$ cat src/rtl/seq_divider_pkg.sv
// Shared types and helpers for the sequential restoring divider.
package seq_divider_pkg;

  typedef enum logic [1:0] {
    IDLE = 2'd0,
    CALC = 2'd1,
    DONE = 2'd2
  } state_t;

  localparam int DEFAULT_WIDTH = 4;

  function automatic int cnt_width(input int width);
    return $clog2(width + 1);
  endfunction

endpackage

$ cat src/rtl/seq_restoring_divider_subtractor.sv
// Combinational generate/propagate borrow-lookahead subtractor: diff = a - b, bout = borrow out.
module borrow_lookahead_subtractor #(
  parameter int N = 5
) (
  input  logic [N-1:0] a,
  input  logic [N-1:0] b,
  output logic [N-1:0] diff,
  output logic         bout
);

  logic [N-1:0] p;
  logic [N-1:0] g;
  logic [N:0]   bw;

  // Borrow into bit idx as a flat sum of products: some lower bit generates
  // a borrow and every bit between it and idx lets it through (p == 0).
  function automatic logic borrow_into(input logic [N-1:0] gen,
                                       input logic [N-1:0] prop,
                                       input int           idx);
    logic acc;
    logic chain;
    acc   = 1'b0;
    chain = 1'b1;
    for (int j = idx - 1; j >= 0; j--) begin
      acc   = acc | (chain & gen[j]);
      chain = chain & ~prop[j];
    end
    return acc;
  endfunction

  assign p     = a ^ b;
  assign g     = ~a & b;
  assign bw[0] = 1'b0;

  genvar gi;
  generate
    for (gi = 1; gi <= N; gi++) begin : g_borrow
      assign bw[gi] = borrow_into(g, p, gi);
    end
  endgenerate

  assign diff = p ^ bw[N-1:0];
  assign bout = bw[N];

endmodule

$ cat src/rtl/seq_restoring_divider.sv
// Multi-cycle unsigned restoring divider, one quotient bit per clock, start/done handshake.
// Optional zero-divisor short-circuit and flag: define DIV_BY_ZERO_DETECT_EN.
module seq_restoring_divider
  import seq_divider_pkg::*;
#(
  parameter int WIDTH = DEFAULT_WIDTH
) (
  input  logic             clk,
  input  logic             rst,
  input  logic             start,
  input  logic [WIDTH-1:0] Dividend,
  input  logic [WIDTH-1:0] Divisor,
  output logic [WIDTH-1:0] Quotient,
  output logic [WIDTH-1:0] Remainder,
  output logic             busy,
  output logic             done,
  output logic             div_by_zero
);

  localparam int CW = cnt_width(WIDTH);
  localparam logic [CW-1:0] LAST_ITER = CW'(WIDTH - 1);

  state_t           state_reg, state_next;
  logic [WIDTH-1:0] dvd_reg, dsr_reg, q_work_reg;
  logic [WIDTH-1:0] quotient_reg, remainder_reg;
  logic [WIDTH:0]   r_reg;
  logic [CW-1:0]    cnt_reg;

  logic [WIDTH:0]   t_val, d_val, r_next;
  logic             borrow, q_bit, last_iter, skip;
  logic             r_top_unused;

  assign t_val     = {r_reg[WIDTH-1:0], dvd_reg[WIDTH-1]};
  assign last_iter = (cnt_reg == LAST_ITER);
  // The partial remainder never exceeds the divisor, so its top bit stays clear.
  assign r_top_unused = r_reg[WIDTH];

  borrow_lookahead_subtractor #(.N(WIDTH + 1)) u_sub (
    .a    (t_val),
    .b    ({1'b0, dsr_reg}),
    .diff (d_val),
    .bout (borrow)
  );

  assign q_bit  = ~borrow;
  assign r_next = borrow ? t_val : d_val;

`ifdef DIV_BY_ZERO_DETECT_EN
  logic zero_reg, div_by_zero_reg;

  always_ff @(posedge clk or posedge rst) begin
    if (rst) begin
      zero_reg        <= 1'b0;
      div_by_zero_reg <= 1'b0;
    end else if (state_reg == IDLE && start) begin
      zero_reg        <= (Divisor == '0);
      div_by_zero_reg <= 1'b0;
    end else if (state_reg == CALC && zero_reg) begin
      div_by_zero_reg <= 1'b1;
    end
  end

  assign skip        = zero_reg;
  assign div_by_zero = div_by_zero_reg;
`else
  assign skip        = 1'b0;
  assign div_by_zero = 1'b0;
`endif

  always_ff @(posedge clk or posedge rst) begin
    if (rst) state_reg <= IDLE;
    else     state_reg <= state_next;
  end

  always_comb begin
    state_next = state_reg;
    case (state_reg)
      IDLE:    if (start) state_next = CALC;
      CALC:    if (last_iter || skip) state_next = DONE;
      DONE:    state_next = IDLE;
      default: state_next = IDLE;
    endcase
  end

  always_comb begin
    busy = 1'b0;
    done = 1'b0;
    case (state_reg)
      CALC:    busy = 1'b1;
      DONE:    done = 1'b1;
      default: ;
    endcase
  end

  always_ff @(posedge clk or posedge rst) begin
    if (rst) begin
      dvd_reg       <= '0;
      dsr_reg       <= '0;
      q_work_reg    <= '0;
      r_reg         <= '0;
      cnt_reg       <= '0;
      quotient_reg  <= '0;
      remainder_reg <= '0;
    end else begin
      case (state_reg)
        IDLE: begin
          if (start) begin
            dvd_reg    <= Dividend;
            dsr_reg    <= Divisor;
            q_work_reg <= '0;
            r_reg      <= '0;
            cnt_reg    <= '0;
          end
        end
        CALC: begin
          if (skip) begin
            // Same answer the full iteration would give for a zero divisor.
            quotient_reg  <= '1;
            remainder_reg <= dvd_reg;
          end else begin
            dvd_reg    <= {dvd_reg[WIDTH-2:0], 1'b0};
            r_reg      <= r_next;
            q_work_reg <= {q_work_reg[WIDTH-2:0], q_bit};
            cnt_reg    <= cnt_reg + CW'(1);
            if (last_iter) begin
              quotient_reg  <= {q_work_reg[WIDTH-2:0], q_bit};
              remainder_reg <= r_next[WIDTH-1:0];
            end
          end
        end
        default: ;
      endcase
    end
  end

  assign Quotient  = quotient_reg;
  assign Remainder = remainder_reg;

endmodule
$ cat config.mk
export PLATFORM = sky130hd
export DESIGN_NAME = seq_restoring_divider
export DESIGN_NICKNAME = d
export VERILOG_FILES = /design/src/rtl/seq_divider_pkg.sv /design/src/rtl/seq_restoring_divider_subtractor.sv /design/src/rtl/seq_restoring_divider.sv
export SDC_FILE = /design/constraint.sdc
export NUM_CORES = 1
export LEC_CHECK = 0
export ABC_AREA = 1
export BUFFER_PORTS_ARGS = -buffer_cell sky130_fd_sc_hd__buf_2
export CORE_MARGIN = 2
export CORE_UTILIZATION = 46
export CTS_CLUSTER_SIZE = 24
export DETAILED_ROUTE_END_ITERATION = 6
export GPL_TIMING_DRIVEN = 0
export PLACE_DENSITY = 0.7
export SYNTH_ARGS = -nofsm -noshare
export SYNTH_HDL_FRONTEND = slang
export SYNTH_SLANG_ARGS = --single-unit
export TNS_END_PERCENT = 100
$ cat constraint.sdc
create_clock -name clk -period 1.5 [get_ports clk]
set_clock_uncertainty 0.15 [all_clocks]
set_input_delay 0.15 -clock clk [delete_from_list [all_inputs] [get_ports clk]]
set_output_delay 0.15 -clock clk [all_outputs]
set_load 0.02 [all_outputs]
-- After elaboration in Yosys (flattened, before gate mapping)
Cells that the tools add are included.
- add/sub/neg operators: 1
- bitwise gates (word level): 27
- reductions and logical operators: 6
- eq/ne operators: 5
- muxes and demuxes: 14
- operators with widths (cell ; number):
    $pmux W4 S2 ; 2
    $mux W4 ; 3
    $pmux W3 S2 ; 2
    $and A1 B1 Y1 ; 11
    $reduce_and A2 Y1 ; 4
    $or A1 B1 Y1 ; 7
    $mux W3 ; 2
    $and A5 B4 Y5 ; 1
    $not A1 Y1 ; 5
    $not A5 Y5 ; 1
    $xor A5 B4 Y5 ; 1
    $mux W2 ; 2
    $ne A2 B2 Y1 const B ; 2
    $pmux W2 S2 ; 1
    $xor A4 B4 Y4 ; 1
    $add A3 B1 Y3 const B ; 1
    $eq A3 B2 Y1 const B ; 1
    $eq A2 B1 Y1 const B ; 1
    $eq A2 B2 Y1 const B ; 1
    $logic_not A2 Y1 ; 1
    $mux W1 ; 2
    $reduce_bool A2 Y1 ; 1
- bits of input ports: 11
- flip-flop bits (word level): 28
- word-level logic and storage cells: 61

-- Depth between registers and ports, before layout
Gate-level depths: netlist (run 1).
- depth after elaboration: 9
- gate-level depth with buffers: 10

-- Modules after synthesis
A second synthesis (run 1) with hierarchy kept.
- cell total of the unflattened synthesis: 185
- area total of the unflattened synthesis: 1471.4 sq um
- modules (own cells, without submodules) (module ; area an instance (sq um) ; instances ; seq. area each (sq um) ; cells an instance):
    seq_restoring_divider ; 1201.2 ; 1 ; 700.7 ; 143
    borrow_lookahead_subtractor ; 270.3 ; 1 ; 0.0 ; 42

-- Worst setup path before layout (run 1)
Ideal clock, no wire load.
- path type: reg-to-reg
- start point: reg dvd_reg[3]
- end point: reg r_reg[2]
- data arrival time: 1303 ps
- path slack: -69 ps
- cell stages (with the launch flop): 9
- period minus slack after synthesis: 1569 ps
- path buffers: 0
- cell sequence: dfrtp_1 > inv_1 > ha_1 > fa_1 > xnor2_1 > nand3_1 > nand2_1 > nand2_1 > nand2_1
- word-level cells in the longest chain between the ends: 7
- elaborated cells between the ends (all ways): 9
- RTL lines (what ; RTL line ; RTL):
    from (decl) ; seq_restoring_divider.sv:24 ; logic [WIDTH-1:0] dvd_reg, dsr_reg, q_work_reg;
    from (signal assigned) ; seq_restoring_divider.sv:108 ; dvd_reg <= Dividend;
    from (signal assigned) ; seq_restoring_divider.sv:121 ; dvd_reg <= {dvd_reg[WIDTH-2:0], 1'b0};
    $not A5 Y5 * ; seq_restoring_divider_subtractor.sv:32 ; assign g = ~a & b;
    $and A5 B4 Y5 * ; seq_restoring_divider_subtractor.sv:32 ;
    $and A1 B1 Y1 ; seq_restoring_divider_subtractor.sv:25 ; acc = acc | (chain & gen[j]);
    $or A1 B1 Y1 ; seq_restoring_divider_subtractor.sv:25 ;
    $xor A4 B4 Y4 ; seq_restoring_divider_subtractor.sv:42 ; assign diff = p ^ bw[N-1:0];
    $mux W4 * ; seq_restoring_divider.sv:46 ; assign r_next = borrow ? t_val : d_val;
    $pmux W4 S2 * ; seq_restoring_divider.sv:105 ; case (state_reg)
    to (signal assigned) ; seq_restoring_divider.sv:122 ; r_reg <= r_next;
    to (decl) ; seq_restoring_divider.sv:26 ; logic [WIDTH:0] r_reg;
Every way passes the cells marked *; elsewhere a longest branch is shown, timed or not.
A chain may end at the register's enable or synchronous reset.

-- Worst setup path in the final report (run 1)
- start point: reg r_reg[1]
- end point: reg r_reg[0]
- word-level cells in the longest chain between the ends: 8
- elaborated cells between the ends (all ways): 14
- RTL lines (what ; RTL line):
    $not A5 Y5 / $xor A5 B4 Y5 (equally long branches) ; seq_restoring_divider_subtractor.sv:32, seq_restoring_divider_subtractor.sv:31
    $and A5 B4 Y5 / $not A1 Y1 (equally long branches) ; seq_restoring_divider_subtractor.sv:32, seq_restoring_divider_subtractor.sv:26
    $and A1 B1 Y1 (on tied branches) ; seq_restoring_divider_subtractor.sv:25, seq_restoring_divider_subtractor.sv:26
    $or A1 B1 Y1, or another cell as far along ; seq_restoring_divider_subtractor.sv:25
    $or A1 B1 Y1 / $and A1 B1 Y1 (equally long branches) ; seq_restoring_divider_subtractor.sv:25
    $or A1 B1 Y1 * ; seq_restoring_divider_subtractor.sv:25
    $mux W4 * ; seq_restoring_divider.sv:46
    $pmux W4 S2 * ; seq_restoring_divider.sv:105
Marks and branches as above.

==> results of run 1 <==
-- cell families (layout without fill, tap and decap cells) --
group,after synthesis,after routing,share of synthesized area [%]
compound gates,16,16,8.36
other cells,1,1,0.275
buf+inv,20,66,6.61
fa+ha+maj,7,7,6.98
xor+xnor,1,1,0.643
simple gates,78,78,25.7
flops,28,28,51.4
-- how the worst min path moves through the flow --
stage / to / cells after the start / slack, ps
after floorplan: Quotient[0]$_DFFE_PP0P_ / 1 / 70
after global placement: dsr_reg[0]$_DFFE_PP0P_ / 3 / 190
after detailed placement: dsr_reg[0]$_DFFE_PP0P_ / 3 / 200
after CTS: dvd_reg[2]$_DFFE_PP0P_ / 4 / 20
after global routing: dvd_reg[2]$_DFFE_PP0P_ / 4 / 10
final: dvd_reg[2]$_DFFE_PP0P_ / 4 / 20
-- through the flow --
step           cell area, µm²  TNS (ps)  instances  util [%]
2_1_floorplan            1380         0        151         -
3_3_place_gp             1520      -618        202      54.7
3_5_place_dp             1520     -1050        202      54.7
4_1_cts                  1770      -812        222      63.6
5_1_grt                  1900     -1840        228      68.3
6_report                 1900      -987        228      68.3
-- cells in the final DEF (no fill, tap or decap), drive strengths merged, types with 3 or more instances in the layout --
cell type,count
clkbuf,3
nand3,9
inv,16
nor2,9
o22ai,4
ha,6
dlygate4sd3,9
nand2,57
o21ai,5
dfrtp,28
buf,36
-- critical path: stages (launching register included) --
cell,delay [ps]
sky130_fd_sc_hd__dfrtp_1,450
sky130_fd_sc_hd__inv_2,80
sky130_fd_sc_hd__ha_4,220
sky130_fd_sc_hd__nand4_1,80
sky130_fd_sc_hd__nand3_1,110
sky130_fd_sc_hd__nor2_2,200
sky130_fd_sc_hd__nand2_1,110
sky130_fd_sc_hd__nand3_1,90
sky130_fd_sc_hd__nand2_1,60
-- report_power, final --
group / switching, W / internal [W] / total [W]
sequential: 0.000245 / 0.00112 / 0.00137
combinational: 0.00166 / 0.00133 / 0.00299
clock: 0.000228 / 0.000270 / 0.000498
-- repair_timing --
| item | CTS | global route |
|---|---|---|
| gates cloned | 0 | 1 |
| gates resized for setup | 13 | 21 |
| pin swaps | 5 | 6 |
| hold buffers | 9 | 0 |
| setup buffers | 7 | 5 |
| endpoints found under the hold margin | 36 | 0 |
| setup endpoints to repair | 11 | 44 |
-- area by class of cell --
type	instances	area, µm²
plain buffers	3	30.0
clock buffers	3	22.5
clock inverters	1	30.0
fillers	207	881
inverters	17	70.1
multi-input cells	103	709
flip-flops and latches	28	702
well taps	31	38.8
repair buffers	42	298
-- routing by layer --
metal	routed length (µm)	track usage, %
met3	147	2.64
met1	1250	23.8
met4	39	6.98
met5	0	0
met2	1390	30.5
==> implementation parameters, run 1 <==
Parameter                              Value

Power and ir drop
  Peak ir drop on the vdd network ... 1850 µV
  Ratio of total power to cell area ... 2550 nW/µm²
  Power consumption ... 0.00486 W
  Cell leakage power ... 0.954 nW

Critical path
  Required time reported for the critical path endpoint ... 1580 ps
  Capturing point of the worst reg2reg path ... r_reg[0]$_DFFE_PP0P_
  Arrival time reported for the critical path endpoint ... 1720 ps
  Critical register-to-register path startpoint ... r_reg[1]$_DFFE_PP0P_
  Category of the worst setup path launch point ... register
  FF-to-FF path depth ... 8
  Endpoint of the most critical setup path ... r_reg[0]$_DFFE_PP0P_
  Critical path class ... register to register
  Type of element capturing the critical path ... register
  Setup slack of the worst register-to-register path ... -140 ps
  Worst Setup SP ... r_reg[1]$_DFFE_PP0P_
  Highest fanout seen on the critical path ... 5

Die
  Area enclosed by the die boundary ... 3410 µm²
  Placement row count ... 19
  Core area ... 2780 µm²
  Boundary pin count ... 22
  Horiz. Die Dim ... 58.4 µm
  Initial core utilization ... 49.0%
  Height of the die ... 58.4 µm

GRT
  Largest net degree at the start of global routing ... 29
  Leftover overflow at the end of global routing ... 0
  First-pass GRT wire length ... 4690 µm
  Number of global-route vias before repair ... 1,069
  Number of antenna violations at the first check in global routing ... 0
  Total GRT Usage ... 18.2%

Drt
  Detail-routed via count per cell ... 5.04
  Number of remaining DRC errors ... 0
  Number of search-and-repair iterations in the first detailed-routing pass ... 4
  Drt total wl ... 2830 µm
  Post-detailed-route wirelength per cell ... 12.4 µm
  Detail Route Antenna Nets ... 0
  Starting DRC count in detailed routing ... 21
  Via count ... 1,150

Timing
  Final hold viol count ... 0
  Unrepaired setup endpoints after global routing ... yes
  Min Hold Slack ... 24.2 ps
  Fin worst setup slack ... -137 ps
  Clock period minus worst slack ... 1640 ps
  Timing-limited maximum frequency ... 0.611 GHz
  Final setup violation count ... 10
  Relative slew slack ... 60.9%
  Transition time at the pin with the least slew margin ... 586 ps
  Number of pins with negative max-slew slack in the final report ... 0
  Final cycle utilization of the critical path ... 109%

Synth
  Sequential fraction of the synthesis area ... 51.4%
  Most numerous cell in the Yosys netlist ... sky130_fd_sc_hd__nand2_1
  Dominant cell type by area after synthesis ... sky130_fd_sc_hd__dfrtp_1
  Cell count after synthesis ... 151
  Synthesized Nets ... 169
  Ys flop type ... sky130_fd_sc_hd__dfrtp_1
  Count of unique library cells instantiated by Yosys ... 25
  Synth cell count leaders ... 50 x sky130_fd_sc_hd__nand2_1, 28 x sky130_fd_sc_hd__dfrtp_1, 12 x sky130_fd_sc_hd__inv_1
  Yosys warns ... 0
  Async set-or-reset flop fraction in the synthesized netlist ... 100%
  Synthesized area divided by synthesized cell count ... 9.02 µm²
  EDFF count, synth ... 0
  Number of storage elements in the synthesis netlist ... 28
  Most area-consuming cells after synthesis ... sky130_fd_sc_hd__dfrtp_1 51%, sky130_fd_sc_hd__nand2_1 14%, sky130_fd_sc_hd__ha_1 5.5%, sky130_fd_sc_hd__nand3_1 3.3%, sky130_fd_sc_hd__inv_1 3.3%
  Area share of the largest cell type after synthesis ... 51.4%
  Netlist Area Pre-Place ... 1360 µm²

Layout
  Fraction of final layout cells sized beyond drive strength 1 ... 42.1%
  Number of diodes added for antenna fixing ... 0
  Post-layout net count ... 216
  Layout Area Growth over Synthesis ... 39.5%

Run status
  Result of the run ... complete, but fails checks
  Violated checks ... negative setup slack

CTS
  H-Tree Level Count ... 1
  Clock tree from TritonCTS ... built
  Number of clock sinks seen by CTS ... 28
  Number of clock buffers inserted by TritonCTS ... 3
  Cell at the root of the clock tree ... sky130_fd_sc_hd__clkbuf_4
  Maximum count of clock buffers along a single path ... 2
  Latest clock arrival within the worst-skew pair ... 330 ps
  Clock transition time at the flip-flop clock pins of the worst setup and hold paths ... 160 ps

Placement
  Minimum setup slack after placement ... -161 ps
  Final HPWL DP ... 1880 µm
  Count of buffers inserted at the top-level ports ... 20
  Final GP Congestion ... 0.753

Flow run
  Max cap viols ... 0

Worst hold path
  Min-Delay Startpoint ... Dividend[2]
  Class of the most critical hold timing path ... input pin to register
Power figures use the tool's default switching activity.
==> run 2, diff against run 1 <==
--- a/config.mk
+++ b/config.mk
@@ -7,12 +7,13 @@
 export LEC_CHECK = 0
 export ABC_AREA = 1
 export BUFFER_PORTS_ARGS = -buffer_cell sky130_fd_sc_hd__buf_2
+export CORE_ASPECT_RATIO = 0.9
 export CORE_MARGIN = 2
 export CORE_UTILIZATION = 46
 export CTS_CLUSTER_SIZE = 24
 export DETAILED_ROUTE_END_ITERATION = 6
 export GPL_TIMING_DRIVEN = 0
-export PLACE_DENSITY = 0.7
+export PLACE_DENSITY = 0.77
 export SYNTH_ARGS = -nofsm -noshare
 export SYNTH_HDL_FRONTEND = slang
 export SYNTH_SLANG_ARGS = --single-unit
==> implementation parameters, run 2 (synthesis gave the netlist of run 1 again) <==
Parameter                              Value

Run status
  Result of the run ... complete, but fails checks
  Violated checks ... negative setup slack

Critical path
  Required time reported for the critical path endpoint ... 1590 ps (about the same)
  Highest fanout seen on the critical path ... 5 (unchanged)
  Critical path class ... register to register
  Arrival time reported for the critical path endpoint ... 1700 ps (-20 ps)
  Type of element capturing the critical path ... register
  Category of the worst setup path launch point ... register

CTS
  Number of clock buffers inserted by TritonCTS ... 3 (unchanged)
  Number of clock sinks seen by CTS ... 28 (unchanged)
  Clock transition time at the flip-flop clock pins of the worst setup and hold paths ... 150 ps (about the same)
  H-Tree Level Count ... 1 (unchanged)
  Cell at the root of the clock tree ... sky130_fd_sc_hd__clkbuf_4
  Clock tree from TritonCTS ... built
  Latest clock arrival within the worst-skew pair ... 330 ps (about the same)
  Maximum count of clock buffers along a single path ... 2 (unchanged)

Drt
  Starting DRC count in detailed routing ... 39 (+86%)
  Number of search-and-repair iterations in the first detailed-routing pass ... 4 (unchanged)
  Drt total wl ... 3010 µm (+6.5%)
  Detail-routed via count per cell ... 4.96 (-1.7%)
  Via count ... 1,175 (+2.2%)
  Number of remaining DRC errors ... 0 (unchanged)
  Post-detailed-route wirelength per cell ... 12.7 µm (+2.5%)
  Detail Route Antenna Nets ... 0 (unchanged)

Worst hold path
  Class of the most critical hold timing path ... input pin to register

Timing
  Fin worst setup slack ... -108 ps (+29.9 ps)
  Unrepaired setup endpoints after global routing ... yes
  Transition time at the pin with the least slew margin ... 592 ps (+6.22 ps)
  Relative slew slack ... 60.4% (-0.42 points)
  Final sum of negative setup slack ... -787 ps (+200 ps)
  Clock period minus worst slack ... 1610 ps (-29.9 ps)
  Final hold viol count ... 0 (unchanged)
  Final setup violation count ... 10 (unchanged)
  Final cycle utilization of the critical path ... 107% (-2.0 points)
  Timing-limited maximum frequency ... 0.622 GHz (+1.9%)
  Number of pins with negative max-slew slack in the final report ... 0 (unchanged)

Power and ir drop
  Peak ir drop on the vdd network ... 1350 µV (-27%)
  Ratio of total power to cell area ... 2560 nW/µm² (about the same)
  Share of total power in the clock network ... 10.3% (about the same)
  Cell leakage power ... 0.960 nW (+0.61%)
  Power share of the sequential group ... 28.3% (about the same)
  Share of total power in combinational logic ... 61.4% (-0.2 points)
  Power spent charging and discharging nets ... 0.00208 W (-2.3%)
  Internal power ... 0.00267 W (-2.0%)
  Switching part of the total ... 43.8% (-0.067 points)

Placement
  Final HPWL DP ... 1940 µm (+3.1%)
  Count of buffers inserted at the top-level ports ... 20 (unchanged)
  Cell count after placement ... 211 (+4.5%)
  Final GP Congestion ... 0.800 (+6.3%)

GRT
  Number of global-route vias before repair ... 1,160 (+8.5%)
  First-pass GRT wire length ... 4980 µm (+6.2%)
  Leftover overflow at the end of global routing ... 0 (unchanged)
  Number of antenna violations at the first check in global routing ... 0 (unchanged)
  Total GRT Usage ... 19.0% (+0.82 points)
  Largest net degree at the start of global routing ... 29 (unchanged)

Layout
  Fraction of final layout cells sized beyond drive strength 1 ... 38.6% (-3.6 points)
  Most common cell after layout, fill and taps aside ... sky130_fd_sc_hd__nand2_1
  Post-layout net count ... 216 (unchanged)
  Number of diodes added for antenna fixing ... 0 (unchanged)
  Most used cells in the layout excluding fill and tap cells ... 49 x sky130_fd_sc_hd__nand2_1, 27 x sky130_fd_sc_hd__dfrtp_1, 19 x sky130_fd_sc_hd__buf_2
  Number of cells in the finished layout apart from fillers ... 237 (+3.9%)
  Number of fillers in the final layout ... 252 (+22%)
  Layout Area Growth over Synthesis ... 36.5%
  Layout Utilization ... 66.6% (-1.8 points)

Die
  Placement row count ... 18 (-1)
  Horiz. Die Dim ... 61.4 µm (+5.0%)
  Core area ... 2790 µm² (+0.40%)
  Boundary pin count ... 22 (unchanged)
  Height of the die ... 55.6 µm (-4.8%)
  Initial core utilization ... 48.8% (-0.20 points)
  Area enclosed by the die boundary ... 3410 µm² (about the same)

Flow run
  Max cap viols ... 0 (unchanged)
## run 2: final cells by class
class                           count  area [µm²]  area share (%)
Multi-Input combinational cell    103         667            35.9
Clock buffer                        3        22.5            1.21
Clock inverter                      1        30.0            1.62
Tap cell                           40        50.0            2.69
Inverter                           17        70.1            3.77
Timing Repair Buffer               43         299            16.1
Sequential cell                    28         702            37.8
Buffer                              2        18.8            1.01
## run 2: metal layers
layer	routed length (µm)	global-route usage (%)	share of wire [%]
met5	0	0	0
met3	95	4.65	3.2
met1	1350	26.1	45
met2	1530	30.4	51
met4	33	3.95	1.1
## run 2: power groups by stage
stage / Sequential, W / Combinational, W / Clock [W]
CTS: 0.00134 / 0.00257 / 0.000499
global placement: 0.00133 / 0.00213 / 0
floorplan: 0.00143 / 0.00163 / 0
global route: 0.00138 / 0.00322 / 0.000537
detailed placement: 0.00135 / 0.00223 / 0
finish: 0.00135 / 0.00292 / 0.000489
## run 2: what timing repair did
| action | in CTS | in global routing |
|---|---|---|
| gates resized for setup | 11 | 12 |
| setup buffers | 8 | 7 |
| pin swaps | 5 | 5 |
| endpoints found under the setup margin | 11 | 45 |
| endpoints found under the hold margin | 34 | 0 |
| hold buffers | 8 | 0 |
## run 2: path summary, 6_finish.rpt
| path | start | end | slack (ps) | cells past startpoint |
|---|---|---|---|---|
| max in group asynchronous | rst | state_reg[0]$_DFFE_PP0P_ | 570 | 3 |
| min | Dividend[1] | dvd_reg[1]$_DFFE_PP0P_ | 20 | 4 |
| min in group asynchronous | rst | Remainder[3]$_DFFE_PP0P_ | 270 | 3 |
| max reg2reg | r_reg[1]$_DFFE_PP0P_ | Remainder[2]$_DFFE_PP0P_ | -110 | 10 |
| min reg2reg | Quotient[3]$_DFFE_PP0P_ | Quotient[3]$_DFFE_PP0P_ | 350 | 2 |
| max | r_reg[1]$_DFFE_PP0P_ | Remainder[2]$_DFFE_PP0P_ | -110 | 10 |
## run 2: stage by stage
step,setup slack [ps],power (W),area (µm²),hold slack (ps)
2_1_floorplan,6.24,0.00306,1380,65.4
3_3_place_gp,-92.5,0.00346,1530,194
3_5_place_dp,-141,0.00358,1530,197
4_1_cts,-99.5,0.00440,1760,13.2
5_1_grt,-193,0.00514,1860,10.8
6_report,-108,0.00475,1860,22.5
## run 2: critical path, stage by stage (launching register included)
cell	delay, ps
sky130_fd_sc_hd__dfrtp_1	430
sky130_fd_sc_hd__inv_2	80
sky130_fd_sc_hd__ha_4	230
sky130_fd_sc_hd__a21oi_4	140
sky130_fd_sc_hd__nand2_2	90
sky130_fd_sc_hd__nand2_4	80
sky130_fd_sc_hd__nand2_4	60
sky130_fd_sc_hd__nand2_1	60
sky130_fd_sc_hd__nand2_1	70
sky130_fd_sc_hd__nand2_1	70
sky130_fd_sc_hd__nand2_1	50
